File: src/rtl/dfe_prl.sv
`default_nettype none
// ============================================================================
//  Module   : dfe_prl
//  Purpose  : PAM-4 decision feedback equalizer with parallel post-cursor
//             taps. Each valid sample has the ISI of the previously decided
//             symbols removed, is sliced to a PAM-4 level in the same cycle,
//             and the corrected sample is registered out with one cycle of
//             latency.
//  Options  : DFE_SATURATE_EN - when defined, the corrected sample is clamped
//             to the signed SIGNAL_RESOLUTION range on output; otherwise it
//             is truncated (wrap-around). Slicing always uses full width.
//  Revision : 1.0 - initial release
// ============================================================================
module dfe_prl #(
  parameter int PULSE_RESPONSE_LENGTH = 3,
  parameter int SIGNAL_RESOLUTION     = 10,
  parameter int SYMBOL_SEPERATION     = 56,
  parameter logic [8*(PULSE_RESPONSE_LENGTH-1)-1:0] TAP_COEFFS = {8'd64, 8'd128}
) (
  input  logic                         clk,
  input  logic                         rst,
  input  logic [SIGNAL_RESOLUTION-1:0] signal_in,
  input  logic                         signal_in_valid,
  output logic [SIGNAL_RESOLUTION-1:0] signal_out,
  output logic                         signal_out_valid
);

  // Number of post-cursor taps (one history entry per tap).
  localparam int NTAP = PULSE_RESPONSE_LENGTH - 1;
  localparam int SR   = SIGNAL_RESOLUTION;

  // Internal arithmetic width: comfortably wider than SR+10 so that a level
  // times an 8-bit coefficient, summed over all taps and subtracted from the
  // input, can never overflow.
  localparam int ACCW = SR + 12 + $clog2(PULSE_RESPONSE_LENGTH);

  // PAM-4 levels and slicer thresholds at internal width.
  localparam logic signed [ACCW-1:0] C_LVL_P3 = ACCW'((3 * SYMBOL_SEPERATION) / 2);
  localparam logic signed [ACCW-1:0] C_LVL_P1 = ACCW'(SYMBOL_SEPERATION / 2);
  localparam logic signed [ACCW-1:0] C_LVL_M1 = ACCW'(-(SYMBOL_SEPERATION / 2));
  localparam logic signed [ACCW-1:0] C_LVL_M3 = ACCW'(-((3 * SYMBOL_SEPERATION) / 2));
  localparam logic signed [ACCW-1:0] C_THR_P  = ACCW'(SYMBOL_SEPERATION);
  localparam logic signed [ACCW-1:0] C_THR_N  = ACCW'(-SYMBOL_SEPERATION);

  // Output range for the clamped narrowing.
  localparam logic signed [ACCW-1:0] C_OUT_MAX = ACCW'((2 ** (SR - 1)) - 1);
  localparam logic signed [ACCW-1:0] C_OUT_MIN = ACCW'(-(2 ** (SR - 1)));

  // --------------------------------------------------------------------------
  // State
  // --------------------------------------------------------------------------
  logic signed [ACCW-1:0] hist_q [NTAP];   // hist_q[0] is d1, the newest decision
  logic signed [ACCW-1:0] hist_d [NTAP];
  logic [SR-1:0]          out_q;
  logic [SR-1:0]          out_d;
  logic                   out_valid_q;
  logic                   out_valid_d;

  // --------------------------------------------------------------------------
  // Datapath wires
  // --------------------------------------------------------------------------
  logic signed [ACCW-1:0] term_w [NTAP];   // (d_k * h_k) >>> 8 per tap
  logic signed [ACCW-1:0] isi_w;           // total ISI estimate
  logic signed [ACCW-1:0] in_ext_w;        // sign-extended input sample
  logic signed [ACCW-1:0] c_w;             // corrected sample, full width
  logic signed [ACCW-1:0] dec_w;           // slicer decision
  logic [SR-1:0]          narrow_w;        // corrected sample at output width

  // Per-tap ISI contribution. The coefficient is unsigned Q0.8, so it is
  // zero-extended before the signed multiply; the shift floors toward -inf.
  for (genvar k = 0; k < NTAP; k++) begin : g_tap
    logic signed [ACCW-1:0] coef_w;
    logic signed [ACCW-1:0] prod_w;
    assign coef_w    = {{(ACCW-8){1'b0}}, TAP_COEFFS[8*k +: 8]};
    assign prod_w    = hist_q[k] * coef_w;
    assign term_w[k] = prod_w >>> 8;
  end

  // Sum the ISI contributions of all history taps.
  always_comb begin
    isi_w = '0;
    for (int k = 0; k < NTAP; k++) begin
      isi_w = isi_w + term_w[k];
    end
  end

  assign in_ext_w = {{(ACCW-SR){signal_in[SR-1]}}, signal_in};
  assign c_w      = in_ext_w - isi_w;

  // Four-level slicer on the full-width corrected sample.
  always_comb begin
    if (c_w >= C_THR_P) begin
      dec_w = C_LVL_P3;
    end else if (!c_w[ACCW-1]) begin
      dec_w = C_LVL_P1;
    end else if (c_w >= C_THR_N) begin
      dec_w = C_LVL_M1;
    end else begin
      dec_w = C_LVL_M3;
    end
  end

`ifdef DFE_SATURATE_EN
  // Clamp the corrected sample into the signed output range.
  always_comb begin
    if (c_w > C_OUT_MAX) begin
      narrow_w = {1'b0, {(SR-1){1'b1}}};
    end else if (c_w < C_OUT_MIN) begin
      narrow_w = {1'b1, {(SR-1){1'b0}}};
    end else begin
      narrow_w = c_w[SR-1:0];
    end
  end
`else
  // Keep only the low bits; out-of-range values wrap around.
  always_comb begin
    narrow_w = c_w[SR-1:0];
  end
`endif

  // Next-state: a valid sample shifts the decision history and loads the
  // output; an idle cycle holds everything and only drops the valid flag.
  always_comb begin
    hist_d      = hist_q;
    out_d       = out_q;
    out_valid_d = 1'b0;
    if (signal_in_valid) begin
      hist_d[0] = dec_w;
      for (int k = 1; k < NTAP; k++) begin
        hist_d[k] = hist_q[k-1];
      end
      out_d       = narrow_w;
      out_valid_d = 1'b1;
    end
  end

  // State registers; reset clears history so no ISI is subtracted afterwards
  // and discards any sample presented while reset is asserted.
  always_ff @(posedge clk) begin
    if (rst) begin
      out_q       <= '0;
      out_valid_q <= 1'b0;
      for (int k = 0; k < NTAP; k++) begin
        hist_q[k] <= '0;
      end
    end else begin
      out_q       <= out_d;
      out_valid_q <= out_valid_d;
      for (int k = 0; k < NTAP; k++) begin
        hist_q[k] <= hist_d[k];
      end
    end
  end

  assign signal_out       = out_q;
  assign signal_out_valid = out_valid_q;

endmodule
`default_nettype wire

File: config.mk
export PLATFORM = sky130hd
export DESIGN_NAME = dfe_prl
export DESIGN_NICKNAME = d
export VERILOG_FILES = /design/src/rtl/dfe_prl.sv
export SDC_FILE = /design/constraint.sdc
export NUM_CORES = 1
export LEC_CHECK = 0
export ABC_AREA = 1
export BUFFER_PORTS_ARGS = -buffer_cell sky130_fd_sc_hd__buf_4
export CORE_ASPECT_RATIO = 1.4
export CORE_MARGIN = 5
export CORE_UTILIZATION = 58
export DETAILED_ROUTE_END_ITERATION = 6
export PLACE_DENSITY = 0.8
export SYNTH_ARGS = -nofsm -noshare
export SYNTH_HDL_FRONTEND = slang
export SYNTH_SLANG_ARGS = --single-unit
File: constraint.sdc
create_clock -name clk -period 3.05 [get_ports clk]
set_input_delay 0 -clock clk [delete_from_list [all_inputs] [get_ports clk]]
set_output_delay 0 -clock clk [all_outputs]
set_load 0.01 [all_outputs]
**Word level (Yosys, flattened, before mapping)**

Cells that the tools add are included.

- Flip-flop bits (word level): 47
- Output and inout bits: 11
- Word-level logic and storage cells: 12

- Add/subtract/negate cells: 2
- Order comparisons: 2
- Muxes and demuxes: 4

Operator list:

| cell | count |
|---|---|
| greater-or-equal comparator 18 x 7 -> 1 bit, second input constant | 2 |
| two-way mux 18 bit | 2 |
| subtractor 10 x 17 -> 18 bit | 1 |
| adder 16 x 16 -> 17 bit | 1 |
| two-way mux 7 bit | 1 |
| two-way mux 1 bit | 1 |

**Logic depth before layout (Yosys ltp)**

Gate-level depths: netlist (run 1).

- Depth after elaboration: 6
- Gate-level depth with buffers: 19

**Worst setup path before layout (run 1)**

No wires, ideal clock.

- Kind: register -> register
- From: register hist_q[40] in the netlist's numbering
- To: register hist_q[27] in the netlist's numbering
- Arrival: 2.328 ns
- Required time: 2.984 ns
- Slack: 0.656 ns
- Cell stages (with the launch flop): 17
- Path buffers: 0
- Cell sequence: dfxtp_1 > inv_1 > fa_1 > ha_1 > nand2_2 > inv_2 > a21oi_1 > nand2_1 > nand2_1 > nand2_1 > nor2_1 > nand3_1 > nor2_1 > nand2_1 > nand2_1 > nand2_1 > a21oi_2

- Word-level cells in the longest chain between the ends: 6
- Elaborated cells between the ends (all ways): 7
- Those cells by class: add/sub (2); order compare (2); mux (3)

RTL lines:

| element | line | source |
|---|---|---|
| start: declaration | 52 | `logic signed [ACCW-1:0] hist_q [NTAP];` |
| start signal: indexed assignment | 150 | `hist_q[k] <= hist_d[k];` |
| adder 16 x 16 -> 17 bit (*) | 83 | `isi_w = isi_w + term_w[k];` |
| subtractor 10 x 17 -> 18 bit (*) | 88 | `assign c_w = in_ext_w - isi_w;` |
| greater-or-equal comparator 18 x 7 -> 1 bit | 96 | `end else if (c_w >= C_THR_N) begin` |
| two-way mux 7 bit | 96 |  |
| two-way mux 18 bit | 94 | `end else if (!c_w[ACCW-1]) begin` |
| two-way mux 18 bit (*) | 92 | `if (c_w >= C_THR_P) begin` |

Every way passes the cells marked *; elsewhere a longest branch is shown, timed or not.
A chain may end at the register's enable or synchronous reset.

**Final worst setup path (run 1)**

- From: register hist_q[16] in the netlist's numbering
- To: register hist_q[27] in the netlist's numbering

Same word-level chain as after synthesis.

==> results.yml, run 1 <==
worst_setup_path:
  worstSetupPathType: "reg -> reg"
  critical_path_buf_inv_count: 2
  cpMostUsedCell: "nand2_1"
  cp_max_fo: 5
  cp_top_family: "simple AND/OR/NAND/NOR gates"
  critPathLaunchType: "flop"
  cp-end-kind: "flop"
  max_stage_delay_ns: 0.47
  crit_arrival_ns: 2.89
  crit_slowest_cell: "fa_1"
  cp.required_ns: 3.21
  cp_cell_sequence: "inv_1 > fa_1 > ha_1 > nand2_1 > nor2_1 > nand2_1 > nand3_1 > nand2_1 > nand2_1 > inv_1 > nor2_1 > nand3_1 > nor2_1 > nor2_1 > nand2_1 > a21oi_2"
synth:
  postSynthCellCount: 287
  netlist.area_leader.share_pct: 22.9
  synth_warnings: 0
  yosysSeqAreaShare_pct: 22.9
  synth_cell_types: 23
  synth.net_count: 323
  synth.avg_cell_area_um2: 6.40
  syn_area_um2: 1840
  synthTopCellsByArea: "dfxtp_1 23%, nand2_1 17%, inv_1 12%, fa_1 9.8%, ha_1 9.5%"
  yosys.area.top_type: "dfxtp_1"
  async_reset_ff_share_pct: 0
  synth_ff_type: "dfxtp_1"
  ys_seq_elements: 21
  synth-edff-count: 0
  yosysMostFrequentCell: "nand2_1"
  ys_top_cells_by_count: "85 x nand2_1, 58 x inv_1, 21 x dfxtp_1"
grt:
  grt_pass1_wl_mm: 7.51
  antenna_found_initial: 0
  grt_max_degree: 27
  grt_overflow: 0
  grt_pass1_vias: 1765
  grt_use_total_pct: 21.2
die:
  die_x_um: 57.5
  start_util_pct: 59.3
  core_um2: 3090
  dieArea_um2: 4410
  rows: 24
  ios: 24
  die_h_um: 76.6
timing:
  finClkSkew_ns: 0.00593
  tightest_slew_ns: 0.400
  fin_crit_ns: 2.72
  max_freq_mhz: 367
  hold_viol: 0
  setup_slack_ns: 0.326
  slew_viol_final: 0
  setup_tns_ns: 0
  rsz0062_at_grt: "no"
  finalSetupViolations: 0
  slew_headroom_pct: 73.3
  finalCritPeriodShare_pct: 89.3
placed_design:
  post-place-ws_ns: 0.323
  dp_hpwl_mm: 3.63
  io_buffers: 23
  finalWeightedCongestion: 0.990
finish:
  seq_area_um2: 420
  layout-drive-gt1-share_pct: 13.2
  multiInputGateArea_um2: 1170
  antenna_cells_inserted: 0
  fillers: 287
  nets: 348
  synthToLayoutAreaGrowth_pct: 14.3
power_and_ir_drop:
  leakagePower_nw: 1.15
  p_total_mw: 1.60
  ir_worst_vdd_mv: 0.478
  power.density_nw_per_um2: 764
outcome:
  status: "finished clean"
clock_tree:
  insertion_delay_ns: 0.26
  clkTransAtPathRegs_ns: 0.08
  cts.sink_count: 21
  cts_root_buf: "clkbuf_8"
  cts_buffers: 3
  htreeDepth: 1
  cts_tree: "yes"
  cts_resized: 0
  clock_path_buffers: 2
route:
  drc_errors: 0
  wl_per_cell_um: 12.1
  drt-total-wl_mm: 4.22
  drtPass1Iterations: 4
  drt_iter0_markers: 53
  vias: 1771
  drtAntennaViolNets: 0
  viasPerCell: 5.06
run:
  drv_cap: 0
min_path:
  hp-class: "in -> reg"
[worst reg2reg max path, stage by stage, from the launching register on]
cell     delay (ns)
dfxtp_1        0.34
inv_1          0.22
fa_1           0.47
ha_1           0.42
nand2_1        0.12
nor2_1         0.15
nand2_1        0.09
nand3_1        0.10
nand2_1        0.06
nand2_1        0.12
inv_1          0.07
nor2_1         0.11
nand3_1        0.09
nor2_1         0.10
nor2_1         0.05
nand2_1        0.08
a21oi_2        0.05
[area by class of cell]
class	count	share of cell area [%]
multi-input combinational	201	55.8
sequential	21	20.0
inverter	61	10.9
timing repair buffer	24	8.71
tap	39	2.33
clock buffer	3	1.97
clock inverter	1	0.239
[state kept, by name, indices dropped and copies added, names as in the netlist]
name and count:
signal_out_valid 1, signal_out 10, hist_q 10
[logic make-up after synthesis]
family / synth area share, %
xor gates and xnor gates: 0.955
adders and majority gates: 19.4
DFF: 22.9
buffers and inverters: 13.3
and+or+nand+nor: 33.7
AOI/OAI and AO/OA: 9.75
[per-layer routing]
| layer | share of wire (%) | track usage, % | vias up |
|---|---|---|---|
| li1 | - | - | 936 |
| met1 | 38 | 23.5 | 785 |
| met2 | 55 | 40.5 | 43 |
| met3 | 3.8 | 3.05 | 7 |
| met4 | 2.8 | 5.10 | 0 |
| met5 | 0 | 0 | - |
[cells in the final DEF, fill, tap and decap left out, drive strengths merged]
cell type    instances
nand2               90
inv                 60
buf                 23
nor2                22
dfxtp               21
nand3               20
a21oi               16
ha                  14
o21ai               13
fa                   9
nand4                6
o211ai               4
clkbuf               3
nand3b               2
nor3                 2
clkinv               2
or2                  1
xnor2                1
xor2                 1
dlygate4sd3          1
[final timing paths]
check                                          endpoint  slack (ns)                     from  cells after the start
worst min register to register  hist_q[28]$_SDFFE_PP0P_        0.47  hist_q[28]$_SDFFE_PP0P_                      2
worst max-delay path            hist_q[27]$_SDFFE_PP0P_        0.33  hist_q[16]$_SDFFE_PP0P_                     16
worst min-delay path             hist_q[4]$_SDFFE_PP0P_         0.1          signal_in_valid                      2
worst max register to register  hist_q[27]$_SDFFE_PP0P_        0.33  hist_q[16]$_SDFFE_PP0P_                     16
[power breakdown]
part | internal (mW) | switching [mW]
logic | 0.385 | 0.693
registers | 0.321 | 0.0251
clock network | 0.0910 | 0.0894
[through the flow]
step	hold WS [ns]	cell area [µm²]	cells	util, %
after floorplan	0.0624	1840	287	-
after global placement	0.217	2040	345	66.0
after detailed placement	0.218	2040	345	66.0
after CTS	0.0931	2100	350	67.8
after global routing	0.118	2100	350	67.8
final	0.0970	2100	350	67.8
[timing repair]
action	CTS	global route
endpoints found under the hold margin	4	0
buffers inserted	0	0
endpoints found under the setup margin	0	0
hold buffers	1	0
Power figures use the tool's default switching activity.
==> run 2, diff against run 1 <==
Settings changed: ABC_AREA 1 to 0, CORE_UTILIZATION 58 to 51, PLACE_DENSITY 0.8 to 0.75.
Clock period 3.05 ns to 2.4 ns, I/O delays scaled along.
==> run 2 against run 1 <==
Net effect: the flow now finishes with violations (setup timing); final cell count fell by 21%; non-clock buffer count rose by 35; total power rose by 130%; critical endpoint is now hist_q[30]$_SDFFE_PP0P_; largest power group unchanged.
==> results.yml, run 2 <==
synth:
  ys_top_cells_by_count: "26 x nor2_1, 21 x dfxtp_1, 21 x inv_1"
  netlist.area_leader.share_pct: 25.8
  synth.net_count: 216
  async_reset_ff_share_pct: 0
  postSynthCellCount: 180
  yosys.area.top_type: "dfxtp_1"
  synthTopCellsByArea: "dfxtp_1 26%, fa_1 11%, ha_1 11%, mux2i_1 6.1%, nor2_1 6.0%"
  synth.avg_cell_area_um2: 9.06
  synth_cell_types: 46
  yosysMostFrequentCell: "nor2_1"
  yosysSeqAreaShare_pct: 25.8
  synth-edff-count: 0
  syn_area_um2: 1630
  ys_seq_elements: 21
  synth_warnings: 0
  synth_ff_type: "dfxtp_1"
route:
  drt-total-wl_mm: 4.33
  drt_iter0_markers: 60
  vias: 1522
  drtPass1Iterations: 4
  drc_errors: 0
  drtAntennaViolNets: 0
  viasPerCell: 5.49
  wl_per_cell_um: 15.6
timing:
  max_freq_mhz: 362
  rsz0062_at_grt: "yes"
  slew_headroom_pct: 77.7
  whs_ns: 0.0657
  setup_tns_ns: -1.33
  tightest_slew_ns: 0.334
  hold_viol: 0
  fin_crit_ns: 2.76
  finClkSkew_ns: 0.00141
  finalSetupViolations: 6
  slew_viol_final: 0
  finalCritPeriodShare_pct: 115
  setup_slack_ns: -0.361
outcome:
  status: "complete, but fails checks"
  violations: "setup timing"
worst_setup_path:
  ff2ff_setup_slack_ns: -0.36
  cp.required_ns: 2.54
  critPathLaunchType: "flop"
  cp_max_fo: 5
  worstSetupPathType: "reg -> reg"
  cp-end-kind: "flop"
  crit_arrival_ns: 2.90
finish:
  finalInstanceArea_um2: 2280
  layout.cells.most_common_list: "59 x buf_4, 26 x nor2_1, 17 x inv_1, 17 x dfxtp_1, 10 x mux2i_1"
  fillers: 213
  antenna_cells_inserted: 0
  final_common_cell: "buf_4"
  layout-drive-gt1-share_pct: 41.2
  synthToLayoutAreaGrowth_pct: 39.8
  nets: 275
clock_tree:
  clkTransAtPathRegs_ns: 0.07
  insertion_delay_ns: 0.26
  cts_buffers: 3
  cts_root_buf: "clkbuf_8"
  cts.sink_count: 21
  cts_tree: "yes"
  hold_buffers: 0
  htreeDepth: 1
  clock_path_buffers: 2
min_path:
  hp-class: "in -> reg"
power_and_ir_drop:
  p_total_mw: 3.74
  ir_worst_vdd_mv: 0.867
  leakagePower_nw: 1.01
  power.density_nw_per_um2: 1640
placed_design:
  io_buffers: 23
  finalWeightedCongestion: 0.838
  place_area_um2: 2120
  dp_hpwl_mm: 3.30
run:
  drv_cap: 0
grt:
  grt_overflow: 0
  grt_max_degree: 26
  grt_pass1_vias: 1648
  antenna_found_initial: 0
  grt_use_total_pct: 20.8
  grt_pass1_wl_mm: 7.25
die:
  ios: 24
  core_um2: 3090
  die_h_um: 76.9
  rows: 24
  die_x_um: 57.8
  start_util_pct: 52.7
  dieArea_um2: 4440
run 2: cell count changes in the layout (fill, tap and decap cells not counted), moves of 10 or more:
cell     delta
inv_1      -41
mux2i_1    +10
nand2_1    -81
a21oi_1    -11
o21ai_0    -11
buf_4      +36
nand3_1    -14
run 2: routing by layer:
layer	GRT usage, %	share of wire [%]
met1	21.6	37
met2	39.1	55
met3	2.69	3.9
met4	10.2	3.9
met5	0	0
run 2: report_power, final:
part	switching [mW]	total, mW	internal [mW]
Combinational	1.45	3.03	1.58
Clock	0.113	0.231	0.118
Sequential	0.0477	0.487	0.440
run 2: timing repair:
action                     CTS  global route
gates resized for setup     15             6
cloned                       0             0
setup buffers                2             3
setup endpoints to repair    7             9
pin swaps                   13             4
run 2: stage by stage:
stage	std cells	worst slack, ns	util [%]
2_1_floorplan	180	-0.176	-
3_3_place_gp	268	-0.463	68.5
3_5_place_dp	268	-0.491	68.5
4_1_cts	274	-0.386	72.0
5_1_grt	277	-0.510	73.7
6_report	277	-0.361	73.7
run 2: cell families (layout without fill, tap and decap cells):
| group | after synthesis | count (layout) | synth area share, % |
|---|---|---|---|
| AOI/OAI and AO/OA | 41 | 41 | 18.8 |
| xor gates and xnor gates | 8 | 8 | 4.30 |
| adders and majority gates | 23 | 23 | 21.8 |
| buffers and inverters | 26 | 84 | 7.52 |
| DFF | 21 | 21 | 25.8 |
| muxes | 11 | 11 | 6.83 |
| and+or+nand+nor | 50 | 50 | 15.0 |
run 2: worst paths after layout:
check	from	endpoint	cells after the start
worst min register to register	hist_q[27]$_SDFFE_PP0P_	hist_q[3]$_SDFFE_PP0P_	2
worst max-delay path	hist_q[40]$_SDFFE_PP0P_	hist_q[30]$_SDFFE_PP0P_	10
worst min-delay path	rst	signal_out[9]$_SDFFE_PP0P_	2
worst max register to register	hist_q[40]$_SDFFE_PP0P_	hist_q[30]$_SDFFE_PP0P_	10
run 2: layout make-up:
| class | count | area, µm² | area share, % |
|---|---|---|---|
| inverters | 21 | 81.3 | 3.57 |
| multi-input cells | 133 | 1230 | 54.1 |
| well taps | 39 | 48.8 | 2.14 |
| repair buffers | 59 | 443 | 19.4 |
| clock buffers | 4 | 45.0 | 1.98 |
| flip-flops and latches | 21 | 428 | 18.8 |
run 2: critical path, stage by stage (launching register included):
cell and delay [ns]:
dfxtp_4 0.37, inv_4 0.05, fa_1 0.55, ha_4 0.22
a21o_4 0.20, a21oi_2 0.14, o211ai_1 0.15, a21oi_2 0.27
xor2_2 0.27, nor4b_2 0.33, a2111oi_2 0.08
